**src/rtl/spw_slot_pool_if.sv**
```systemverilog
// Request/response bundle for the slot pool: allocation, read/release and status.
interface spw_slot_pool_if #(
   parameter int PTR_WIDTH  = 3,
   parameter int DATA_WIDTH = 128
);
   logic                  alloc_i;
   logic [DATA_WIDTH-1:0] write_data_i;
   logic                  alloc_valid_o;
   logic [PTR_WIDTH-1:0]  alloc_ptr_o;
   logic                  rd_req_i;
   logic [PTR_WIDTH-1:0]  rd_ptr_i;
   logic                  rd_release_i;
   logic                  rd_valid_o;
   logic [DATA_WIDTH-1:0] rd_data_o;
   logic [PTR_WIDTH:0]    count_o;
   logic                  full_o;
   logic                  empty_o;
   logic                  err_alloc_o;
   logic                  err_rd_o;

   modport slave (
      input  alloc_i, write_data_i, rd_req_i, rd_ptr_i, rd_release_i,
      output alloc_valid_o, alloc_ptr_o, rd_valid_o, rd_data_o,
             count_o, full_o, empty_o, err_alloc_o, err_rd_o
   );

   modport master (
      output alloc_i, write_data_i, rd_req_i, rd_ptr_i, rd_release_i,
      input  alloc_valid_o, alloc_ptr_o, rd_valid_o, rd_data_o,
             count_o, full_o, empty_o, err_alloc_o, err_rd_o
   );
endinterface

```
**src/rtl/spw_slot_pool.sv**
```systemverilog
// Lowest-free slot allocator with payload store; read data returns one cycle after rd_req_i.
// No backpressure: allocs while full and reads of free slots are dropped and flagged by err pulses.
module spw_slot_pool #(
   parameter int PTR_WIDTH  = 3,
   parameter int DATA_WIDTH = 128
) (
   input logic            clk_i,
   input logic            rst_i,
   spw_slot_pool_if.slave bus
);
   localparam int DEPTH = 1 << PTR_WIDTH;
   localparam int CW    = PTR_WIDTH + 1;

   logic [DEPTH-1:0]      valid_q, valid_d;
   logic [CW-1:0]         count_q, count_d;
   logic                  rd_valid_q, rd_valid_d;
   logic [DATA_WIDTH-1:0] rd_data_q, rd_data_d;
   logic                  err_alloc_q, err_alloc_d;
   logic                  err_rd_q, err_rd_d;
   logic [DATA_WIDTH-1:0] data_q [DEPTH];

   logic                  alloc_valid;
   logic [PTR_WIDTH-1:0]  alloc_ptr;
   logic                  alloc_ok;
   logic                  rd_hit;
   logic                  rel_ok;

   // Scan downward so the last match wins: lowest clear index, 0 when full.
   always_comb begin
      alloc_ptr = '0;
      for (int i = DEPTH - 1; i >= 0; i--) begin
         if (!valid_q[i]) alloc_ptr = PTR_WIDTH'(i);
      end
   end

   assign alloc_valid = ~&valid_q;

   always_comb begin
      alloc_ok    = bus.alloc_i & alloc_valid;
      rd_hit      = bus.rd_req_i & valid_q[bus.rd_ptr_i];
      rel_ok      = rd_hit & bus.rd_release_i;

      // Alloc targets a free slot and release an occupied one, so they never collide.
      valid_d = valid_q;
      if (alloc_ok) valid_d[alloc_ptr]     = 1'b1;
      if (rel_ok)   valid_d[bus.rd_ptr_i]  = 1'b0;

      count_d     = count_q + CW'(alloc_ok) - CW'(rel_ok);
      rd_valid_d  = rd_hit;
      rd_data_d   = rd_hit ? data_q[bus.rd_ptr_i] : rd_data_q;
      err_alloc_d = bus.alloc_i & ~alloc_valid;
      err_rd_d    = bus.rd_req_i & ~rd_hit;
   end

   always_ff @(posedge clk_i or posedge rst_i) begin
      if (rst_i) begin
         valid_q     <= '0;
         count_q     <= '0;
         rd_valid_q  <= 1'b0;
         rd_data_q   <= '0;
         err_alloc_q <= 1'b0;
         err_rd_q    <= 1'b0;
      end else begin
         valid_q     <= valid_d;
         count_q     <= count_d;
         rd_valid_q  <= rd_valid_d;
         rd_data_q   <= rd_data_d;
         err_alloc_q <= err_alloc_d;
         err_rd_q    <= err_rd_d;
      end
   end

   // Payload storage carries no reset; occupancy alone decides what is readable.
   always_ff @(posedge clk_i) begin
      if (alloc_ok) data_q[alloc_ptr] <= bus.write_data_i;
   end

   assign bus.alloc_valid_o = alloc_valid;
   assign bus.alloc_ptr_o   = alloc_ptr;
   assign bus.count_o       = count_q;
   assign bus.full_o        = (count_q == CW'(DEPTH));
   assign bus.empty_o       = (count_q == '0);
   assign bus.rd_valid_o    = rd_valid_q;
   assign bus.rd_data_o     = rd_data_q;
   assign bus.err_alloc_o   = err_alloc_q;
   assign bus.err_rd_o      = err_rd_q;

   a_count_popcount : assert property (@(posedge clk_i) disable iff (rst_i)
      count_q == CW'($countones(valid_q)));

endmodule

```
**src/flat_wrapper.sv**
```systemverilog
// flat-port wrapper written by rule: the top's interface ports become plain ports
module spw_slot_pool_flat 
#(
   parameter int PTR_WIDTH  = 3,
   parameter int DATA_WIDTH = 128
)
  (clk_i, rst_i, bus_alloc_i, bus_write_data_i, bus_rd_req_i, bus_rd_ptr_i, bus_rd_release_i, bus_alloc_valid_o, bus_alloc_ptr_o, bus_rd_valid_o, bus_rd_data_o, bus_count_o, bus_full_o, bus_empty_o, bus_err_alloc_o, bus_err_rd_o);
  spw_slot_pool_if #(.PTR_WIDTH(PTR_WIDTH), .DATA_WIDTH(DATA_WIDTH)) bus_i ();
  input logic clk_i;
  input logic rst_i;
  input wire logic [$bits(bus_i.alloc_i)-1:0] bus_alloc_i;
  input wire logic [$bits(bus_i.write_data_i)-1:0] bus_write_data_i;
  input wire logic [$bits(bus_i.rd_req_i)-1:0] bus_rd_req_i;
  input wire logic [$bits(bus_i.rd_ptr_i)-1:0] bus_rd_ptr_i;
  input wire logic [$bits(bus_i.rd_release_i)-1:0] bus_rd_release_i;
  output wire logic [$bits(bus_i.alloc_valid_o)-1:0] bus_alloc_valid_o;
  output wire logic [$bits(bus_i.alloc_ptr_o)-1:0] bus_alloc_ptr_o;
  output wire logic [$bits(bus_i.rd_valid_o)-1:0] bus_rd_valid_o;
  output wire logic [$bits(bus_i.rd_data_o)-1:0] bus_rd_data_o;
  output wire logic [$bits(bus_i.count_o)-1:0] bus_count_o;
  output wire logic [$bits(bus_i.full_o)-1:0] bus_full_o;
  output wire logic [$bits(bus_i.empty_o)-1:0] bus_empty_o;
  output wire logic [$bits(bus_i.err_alloc_o)-1:0] bus_err_alloc_o;
  output wire logic [$bits(bus_i.err_rd_o)-1:0] bus_err_rd_o;
  assign bus_i.alloc_i = bus_alloc_i;
  assign bus_i.write_data_i = bus_write_data_i;
  assign bus_i.rd_req_i = bus_rd_req_i;
  assign bus_i.rd_ptr_i = bus_rd_ptr_i;
  assign bus_i.rd_release_i = bus_rd_release_i;
  assign bus_alloc_valid_o = bus_i.alloc_valid_o;
  assign bus_alloc_ptr_o = bus_i.alloc_ptr_o;
  assign bus_rd_valid_o = bus_i.rd_valid_o;
  assign bus_rd_data_o = bus_i.rd_data_o;
  assign bus_count_o = bus_i.count_o;
  assign bus_full_o = bus_i.full_o;
  assign bus_empty_o = bus_i.empty_o;
  assign bus_err_alloc_o = bus_i.err_alloc_o;
  assign bus_err_rd_o = bus_i.err_rd_o;
  spw_slot_pool #(.PTR_WIDTH(PTR_WIDTH), .DATA_WIDTH(DATA_WIDTH)) u_core (.clk_i(clk_i), .rst_i(rst_i), .bus(bus_i));
endmodule
```
**config.mk**
```make
export PLATFORM = sky130hd
export DESIGN_NAME = spw_slot_pool_flat
export DESIGN_NICKNAME = d
export VERILOG_FILES = /design/src/rtl/spw_slot_pool_if.sv /design/src/rtl/spw_slot_pool.sv /design/src/flat_wrapper.sv
export SDC_FILE = /design/constraint.sdc
export NUM_CORES = 1
export LEC_CHECK = 0
export ABC_AREA = 1
export CAP_MARGIN = 5
export CORE_ASPECT_RATIO = 0.9
export CORE_MARGIN = 2
export CORE_UTILIZATION = 39
export CTS_CLUSTER_DIAMETER = 100
export DETAILED_ROUTE_END_ITERATION = 10
export PLACE_DENSITY_LB_ADDON = 0.3
export SKIP_CTS_REPAIR_TIMING = 1
export SKIP_LAST_GASP = 1
export SLEW_MARGIN = 0
export SYNTH_ARGS = -nofsm -noshare
export SYNTH_HDL_FRONTEND = slang
export SYNTH_SLANG_ARGS = --single-unit
```
**constraint.sdc**
```tcl
create_clock -name clk_i -period 7.5 [get_ports clk_i]
set_input_delay 1.125 -clock clk_i [delete_from_list [all_inputs] [get_ports clk_i]]
set_output_delay 1.125 -clock clk_i [all_outputs]
set_load 0.05 [all_outputs]
```
## Word-level counts from Yosys, hierarchy flattened

Memory sizes are Yosys's and may differ from the RTL's. A register that Yosys moved wholly into a read port is not among the register bits.
Cells that the tools add are included.

- Register bits: 15
- Memory bits (writable): 1024
- Input bits: 136
- Output and inout port bits: 141
- Logic and storage cells: 45
- Memories kept: 1

Memory list:

| name | words | bits a word | rd ports | clocked after Yosys merged registers in | write ports | line | source |
|---|---|---|---|---|---|---|---|
| u_core.data_q | 8 | 128 | 1 | 1 | 1 | spw_slot_pool.sv:20 | `logic [DATA_WIDTH-1:0] data_q [DEPTH];` |

- Add/sub/neg operators: 2
- Order comparisons: 4
- Equality and inequality tests: 1
- Mux-type cells: 18
- Bitwise operators: 9
- Reductions and logical operators: 5

Operators with widths:

| cell | number |
|---|---|
| $mux W3 | 8 |
| $mux W8 | 2 |
| $and A8 B8 Y8 | 1 |
| $lt A3 B4 Y1 const B | 2 |
| $not A8 Y8 | 1 |
| $or A8 B8 Y8 | 1 |
| $reduce_and A8 Y1 | 1 |
| $demux W1 S3 | 2 |
| $ge A3 B1 Y1 const B | 2 |
| $and A1 B1 Y1 | 5 |
| $mux W1 | 5 |
| $add A4 B1 Y4 | 1 |
| $eq A4 B4 Y1 const B | 1 |
| $logic_not A4 Y1 | 1 |
| $sub A4 B1 Y4 | 1 |
| $bmux W1 S3 | 1 |
| $logic_and A1 B1 Y1 | 2 |
| $logic_not A1 Y1 | 1 |
| $not A1 Y1 | 1 |

## Depth between registers and ports, before layout

Gate-level depths: netlist of the first run.

- Depth in word-level cells: 16
- Depth in mapped cells: 15
- Depth with buffers taken out: 14

## Worst setup path before layout of the first run

OpenSTA, ideal clock, no wires.

- Kind: input -> register
- Start: input port bus_alloc_i
- End: memory u_core.data_q[2][0] (enable)
- Library setup time: 0.617 ns
- Arrival time: 6.580 ns
- Data required time: 6.883 ns
- Path slack: 0.304 ns
- Stages on the path: 2
- Path buffers: 0
- Cell sequence: nand4_1 nor2_1

- Longest elaborated chain between the ends: 3

RTL lines:

| what | line | source |
|---|---|---|
| from (decl) | flat_wrapper.sv:11 | `input wire logic [$bits(bus_i.alloc_i)-1:0] bus_alloc_i;` |
| $and A1 B1 Y1 | spw_slot_pool.sv:39 | `alloc_ok = bus.alloc_i & alloc_valid;` |
| $mux W1 | spw_slot_pool.sv:75 | `if (alloc_ok) data_q[alloc_ptr] <= bus.write_data_i;` |
| $mux W1 (not written as such) | spw_slot_pool.sv:75 |  |
| to (decl) | spw_slot_pool.sv:20 |  |

Every way passes these cells.

## Final worst setup path of the first run

- Start: input port bus_rd_ptr_i[1]
- End: register u_core.count_q[2], in the netlist u_core.bus.count_o[2]

- Longest elaborated chain between the ends: 5

RTL lines:

| what | line | source |
|---|---|---|
| from (decl) | flat_wrapper.sv:14 | `input wire logic [$bits(bus_i.rd_ptr_i)-1:0] bus_rd_ptr_i;` |
| $bmux W1 S3 | spw_slot_pool.sv:40 | `rd_hit = bus.rd_req_i & valid_q[bus.rd_ptr_i];` |
| $mux W1 (not written as such) | spw_slot_pool.sv:40 |  |
| $and A1 B1 Y1 | spw_slot_pool.sv:40 |  |
| $and A1 B1 Y1 | spw_slot_pool.sv:41 | `rel_ok = rd_hit & bus.rd_release_i;` |
| $sub A4 B1 Y4 | spw_slot_pool.sv:48 | `count_d = count_q + CW'(alloc_ok) - CW'(rel_ok);` |
| net u_core.count_d[2] | spw_slot_pool.sv:15 | `logic [CW-1:0] count_q, count_d;` |
| to (signal assigned) | spw_slot_pool.sv:65 | `count_q <= count_d;` |
| to (decl) | spw_slot_pool.sv:15 |  |

The timed path passes the listed nets, and every way through them passes these cells. The select of a mux whose other input is x is not followed.

==> results of run 1 <==
-- where the power goes --
group	total (mW)	leakage, nW	internal (mW)	switching, mW
sequential	8.75	11.1	8.32	0.422
combinational	3.50	6.14	0.924	2.57
clock	5.68	1.84	3.23	2.45
total	17.9	19.0	12.5	5.44
-- logic make-up after synthesis --
kind of cell,Yosys count
fa+ha+maj,7
buf+inv,262
simple gates,1649
flops,1167
compound gates,458
xor+xnor,2
-- state kept, by name (all words and copies together), names as in the netlist --
signal	cells
u_core.data_q	1024
u_core.bus.rd_data_o	128
u_core.valid_q	8
u_core.bus.count_o	4
u_core.bus.err_alloc_o	1
u_core.bus.err_rd_o	1
u_core.bus.rd_valid_o	1
-- path summary, 6_finish.rpt --
path / startpoint / end
min in group asynchronous: rst_i / u_core.bus.rd_data_o[16]
worst min-delay path: u_core.bus.rd_data_o[22] / u_core.bus.rd_data_o[22]
worst max register to register: u_core.valid_q[0] / u_core.bus.count_o[2]
worst max-delay path: bus_rd_ptr_i[1] / u_core.bus.count_o[2]
max in group asynchronous: rst_i / u_core.bus.rd_data_o[95]
worst min register to register: u_core.bus.rd_data_o[22] / u_core.bus.rd_data_o[22]
-- stage by stage --
| step | hold slack (ps) | cells | utilization (%) |
|---|---|---|---|
| 6_report | 479 | 5394 | 46.4 |
| 5_1_grt | 502 | 5392 | 46.4 |
| 4_1_cts | 481 | 5389 | 46.4 |
| 3_5_place_dp | 465 | 5165 | 43.1 |
| 3_3_place_gp | 464 | 5165 | 43.1 |
| 2_1_floorplan | 506 | 3545 | - |
-- cells in the mapped netlist, drive strengths merged --
| master | number |
|---|---|
| nand2 | 1297 |
| edfxtp | 1024 |
| a21oi | 223 |
| nor2 | 185 |
| o21ai | 183 |
| buf | 146 |
| dfrtp | 143 |
| inv | 81 |
| nand4 | 75 |
| nand3 | 38 |
| clkbuf | 35 |
| a22oi | 24 |
| or2 | 17 |
| nand3b | 15 |
| o21a | 15 |
| and3 | 14 |
| o211ai | 13 |
| ha | 6 |
| or3 | 4 |
| nor3 | 2 |
| nor3b | 2 |
| xnor2 | 2 |
| fa | 1 |
-- area by class of cell --
type,count,area [µm²],share of cell area [%]
timing repair buffer,314,3110,5.91
tap,1487,1860,3.54
clock inverter,74,579,1.10
antenna,5,12.5,0.0238
inverter,81,345,0.657
multi-input combinational,2116,9190,17.5
clock buffer,150,3180,6.04
sequential,1167,34300,65.3
-- metal layers --
| layer | wire length, µm | global-route usage [%] | up-vias |
|---|---|---|---|
| li1 | - | - | 12810 |
| met1 | 53200 | 27.9 | 13631 |
| met2 | 52700 | 30.7 | 790 |
| met3 | 7890 | 4.32 | 193 |
| met4 | 2430 | 4.81 | 32 |
| met5 | 209 | 0 | - |
-- tightest hold or removal path, stage by stage (launching register included) --
cell     delay [ps]
dfrtp_1         340
nand2_1          60
nand2_1          50
==> impl_metrics.csv, run 1 <==
group,metric,value,unit
setup_path,crit_required,8070,ps
setup_path,crit_type,"in2reg",
clock_network,cts_root_buffer,"clkbuf_16",
outcome,status,"complete, no violations",
cells_and_area,area_growth,17.8,%
clock_network,clk_path_buf_depth,3,
sta,setup_viol,0,
detailed_routing,avgRoutedWirePerCell,21.6,µm
yosys,synth-compound-area-share,5.42,%
yosys,synth_mux_area_share,0,%
grt,antenna_found_initial,27,
place,post-place-ws,2260,ps
yosys,synth.area.top_cells,"edfxtp_1 69%, nand2_1 11%, dfrtp_1 8.0%",
sta,max_clock_freq,223,MHz
setup_path,slowest_delay,580,ps
sta,period_needed,4490,ps
yosys,synth_top_family_by_area,"simple AND/OR/NAND/NOR gates",
setup_path,crit_top_cell,"inv_1",
cells_and_area,final_common_cell,"nand2_1",
power,power_density,341,nW/µm²
grt,grt_pass1_wl,173000,µm
yosys,ys_types,32,
floorplanning,die_w,361,µm
grt,grt_pass1_vias,26629,
yosys,synth_area,44700,µm²
setup_path,cp-start-kind,"input pin",
cells_and_area,fin_area,52600,µm²
detailed_routing,dr.pass1.iters,5,
yosys,syn_area_per_cell,12.6,µm²
job,maxCapViolCount,0,
yosys,mappedNetlistNets,3688,
sta,slew_viol_final,0,
clock_network,cts_buffers,118,
grt,grt_use_total,19.6,%
place,gp_congestion,0.757,
clock_network,cts_tree,"done",
sta,finalSetupTns,0,ps
power,p_total,17.9,mW
setup_path,cp_slowest_cell,"nand2_8",
floorplanning,core-area,113000,µm²
yosys,synth_simple_gate_area_share,14.8,%
setup_path,crit_chain,"buf_4 -> nand2_2 -> inv_2 -> nand3_1 -> nand2_1 -> inv_1 -> nand2_1 -> nand2_8 -> nor2_1 -> ha_1 -> inv_1 -> ha_1 -> inv_1 -> fa_1 -> xnor2_1",
setup_path,cp_max_fo,114,
yosys,synth_warnings,0,
clock_network,clock-sinks,1167,
grt,grt_max_degree,202,
detailed_routing,antenna_left,0,
place,portBuffers,276,
clock_network,cts_max_level,3,
place,dpl-instance-area,48800,µm²
cells_and_area,nets,3941,
detailed_routing,wirelength,116000,µm
setup_path,critPathTopFamily,"simple AND/OR/NAND/NOR gates",
sta,worst_pin_slew,1100,ps
detailed_routing,drc,0,
cells_and_area,mostFrequentLayoutCells,"1294 x nand2_1, 1024 x edfxtp_1, 273 x clkdlybuf4s50_1",
detailed_routing,vias,27456,
yosys,ys_seq_area_share,76.8,%
setup_path,r2r_slack,4180,ps
setup_path,cp.depth,15,
cells_and_area,fillers,10068,
yosys,yosys.area.top_type,"edfxtp_1",
clock_network,path_clk_slew,60,ps
sta,hold_violations,0,
grt,grt_overflow_total,0,
detailed_routing,drtIter0Drc,2616,
floorplanning,ioPinCount,277,
cells_and_area,drive_gt1_share,6.74,%
sta,maxSlewHeadroom,26.7,%
yosys,ys_ff_latch,1167,
sta,skew,18.6,ps
sta,setup_ws,3010,ps
floorplanning,row_count,117,
setup_path,worst_setup_path_end_kind,"flop",
floorplanning,die_y,325,µm
yosys,synth-xor-area-share,0.0392,%
yosys,synthDominantCellAreaShare,68.8,%
floorplanning,start_util,39.4,%
min_path,min_path_cells,2,
power,leakagePower,19.0,nW
floorplanning,die_area,117000,µm²
min_path,hp-class,"reg2reg",
place,hpwl,61000,µm
setup_path,reg2reg_depth,14,
detailed_routing,routed_via_density,5.09,
clock_network,clk_latency,710,ps
yosys,syn_inst,3545,
yosys,synthAdderAreaFrac,0.213,%
setup_path,crit_buf_inv,5,
sta,post-route-period-util,59.8,%
setup_path,arrival,5060,ps
power,peakVddDrop,0.000288,V
sta,rsz0062_at_grt,"false",
Power figures use the tool's default switching activity.
==> inputs of run 2 (changes only) <==
==> constraint.sdc (replaced) <==
create_clock -name clk_i -period 3.88 [get_ports clk_i]
set_input_delay 0.582 -clock clk_i [delete_from_list [all_inputs] [get_ports clk_i]]
set_output_delay 0.582 -clock clk_i [all_outputs]
set_load 0.05 [all_outputs]
==> run 2 against run 1 <==
Net effect:
- the flow now finishes with violations (slew limit)
- clock power increased by 97%
- sequential share of layout area down 0.66 points
- hold slack worse by 56 ps
- sequential power increased by 92%
- clock skew rose by 21 ps
- setup slack got worse by 2600 ps
- largest cell class unchanged
- final area grew 1.0%
- total power is 95% higher
- core utilization is 0.47 points higher
==> impl_metrics.csv, run 2 (synthesis gave the netlist of run 1 again) <==
group,metric,value,unit
setup_path,cp_slowest_cell,"clkdlybuf4s50_1",
clock_network,cts_buffers,116,
floorplanning,die_w,361,µm
place,hpwl,60100,µm
sta,finalSetupTns,0,ps
cells_and_area,mostFrequentLayoutCells,"1294 x nand2_1, 1024 x edfxtp_1, 273 x clkdlybuf4s50_1",
place,dpl-instance-area,49200,µm²
min_path,hold_start,"bus_rd_ptr_i[1]",
sta,rsz0062_at_grt,"false",
setup_path,worst_setup_path_end_kind,"primary output",
min_path,hp-class,"in2reg",
setup_path,reg2reg_depth,11,
clock_network,cts_tree,"done",
clock_network,cts_max_level,3,
cells_and_area,fin_util,46.9,%
job,maxCapViolCount,0,
setup_path,reg2reg_to,"u_core.bus.rd_data_o[16]",
sta,worst_pin_slew,1710,ps
sta,post-route-period-util,90.3,%
outcome,status,"finished with violations",
sta,setup_viol,0,
detailed_routing,vias,27479,
detailed_routing,routed_via_density,5.08,
floorplanning,die_y,325,µm
setup_path,crit_type,"reg2out",
setup_path,crit_required,3300,ps
floorplanning,row_count,117,
cells_and_area,drive_gt1_share,7.14,%
detailed_routing,avgRoutedWirePerCell,21.6,µm
cells_and_area,final_common_cell,"nand2_1",
place,place_inst,5185,
cells_and_area,fin_area,53100,µm²
setup_path,slowest_delay,850,ps
clock_network,clk_latency,710,ps
cells_and_area,area_growth,19.0,%
cells_and_area,largest_reg_flops,1024,
setup_path,arrival,2920,ps
grt,grt_pass1_wl,174000,µm
cells_and_area,regMostFlops,"u_core.data_q",
floorplanning,start_util,39.4,%
power,leakagePower,19.2,nW
min_path,hold_end,"u_core.valid_q[2]",
power,peakVddDrop,0.000546,V
detailed_routing,dr.pass1.iters,7,
cells_and_area,nets,3959,
floorplanning,ioPinCount,277,
power,power_density,658,nW/µm²
clock_network,clock-sinks,1167,
sta,period_needed,3500,ps
setup_path,cp-start-kind,"flop",
grt,antenna_found_initial,21,
outcome,violations,"slew limit",
place,post-place-ws,579,ps
cells_and_area,fillers,10019,
sta,hold_violations,0,
grt,grt_use_total,19.7,%
sta,skew,40.0,ps
grt,grt_max_degree,216,
detailed_routing,drtIter0Drc,2238,
setup_path,crit_chain,"inv_1 -> nand2_1 -> nand2_1 -> nand2_1 -> nand2_1 -> nand2_1 -> nand2_1 -> nand2_1 -> inv_1 -> clkdlybuf4s50_1",
sta,slew_viol_final,134,
floorplanning,core-area,113000,µm²
cells_and_area,fin_cells,5414,
grt,grt_overflow_total,0,
sta,setup_ws,377,ps
sta,max_clock_freq,286,MHz
sta,maxSlewHeadroom,-13.9,%
clock_network,path_clk_slew,70,ps
setup_path,crit_top_cell,"nand2_1",
grt,grt_pass1_vias,26750,
setup_path,r2r_slack,1090,ps
place,portBuffers,276,
setup_path,regToRegStartpoint,"u_core.valid_q[0]",
floorplanning,die_area,117000,µm²
place,gp_congestion,0.763,
clock_network,cts_root_buffer,"clkbuf_16",
detailed_routing,drc,0,
min_path,min_path_cells,6,
detailed_routing,antenna_left,0,
clock_network,clk_path_buf_depth,3,
setup_path,cp_max_fo,5,
detailed_routing,wirelength,117000,µm
## run 2: how the worst max path moves through the flow
stage,from,end
after floorplan,u_core.valid_q[0],u_core.data_q[3][0]
after global placement,bus_rd_ptr_i[0],u_core.bus.rd_data_o[25]
after detailed placement,bus_rd_ptr_i[0],u_core.bus.rd_data_o[47]
after CTS,u_core.valid_q[7],bus_alloc_ptr_o[0]
after global routing,u_core.valid_q[7],bus_alloc_ptr_o[0]
final,u_core.valid_q[7],bus_alloc_ptr_o[0]
## run 2: power breakdown
group	internal (mW)	switching (mW)
registers	16.1	0.721
clock network	6.56	4.67
logic	1.88	5.03
## run 2: layout make-up
cell class | instances | area [µm²] | share of cell area, %
Tap cell | 1487 | 1860 | 3.50
Sequential cell | 1167 | 34300 | 64.6
Clock inverter | 45 | 443 | 0.834
Clock buffer | 177 | 3440 | 6.47
Inverter | 81 | 335 | 0.631
Multi-Input combinational cell | 2116 | 9180 | 17.3
Antenna cell | 7 | 17.5 | 0.0330
Timing Repair Buffer | 334 | 3540 | 6.65
## run 2: worst max-delay path, delay by kind of cell (launching register included)
| family | cells | cell delay, ps |
|---|---|---|
| buffers and inverters | 3 | 1190 |
| AND/OR/NAND/NOR | 7 | 640 |
| flip-flops | 1 | 380 |
## run 2: metrics by stage
step | total power, mW | hold slack (ps)
floorplan | 21.1 | 506
global placement | 24.0 | 464
finish | 34.9 | 423
CTS | 35.3 | 364
global route | 36.3 | 431
detailed placement | 24.1 | 466
## run 2: metal layers
metal | vias up | track usage, % | wire [µm] | share of wire [%]
met5 | - | 0 | 144 | 0.12
met4 | 24 | 4.97 | 2400 | 2.1
met3 | 175 | 4.12 | 7570 | 6.5
met2 | 797 | 31.2 | 54100 | 46
met1 | 13631 | 27.8 | 52600 | 45
li1 | 12852 | - | - | -
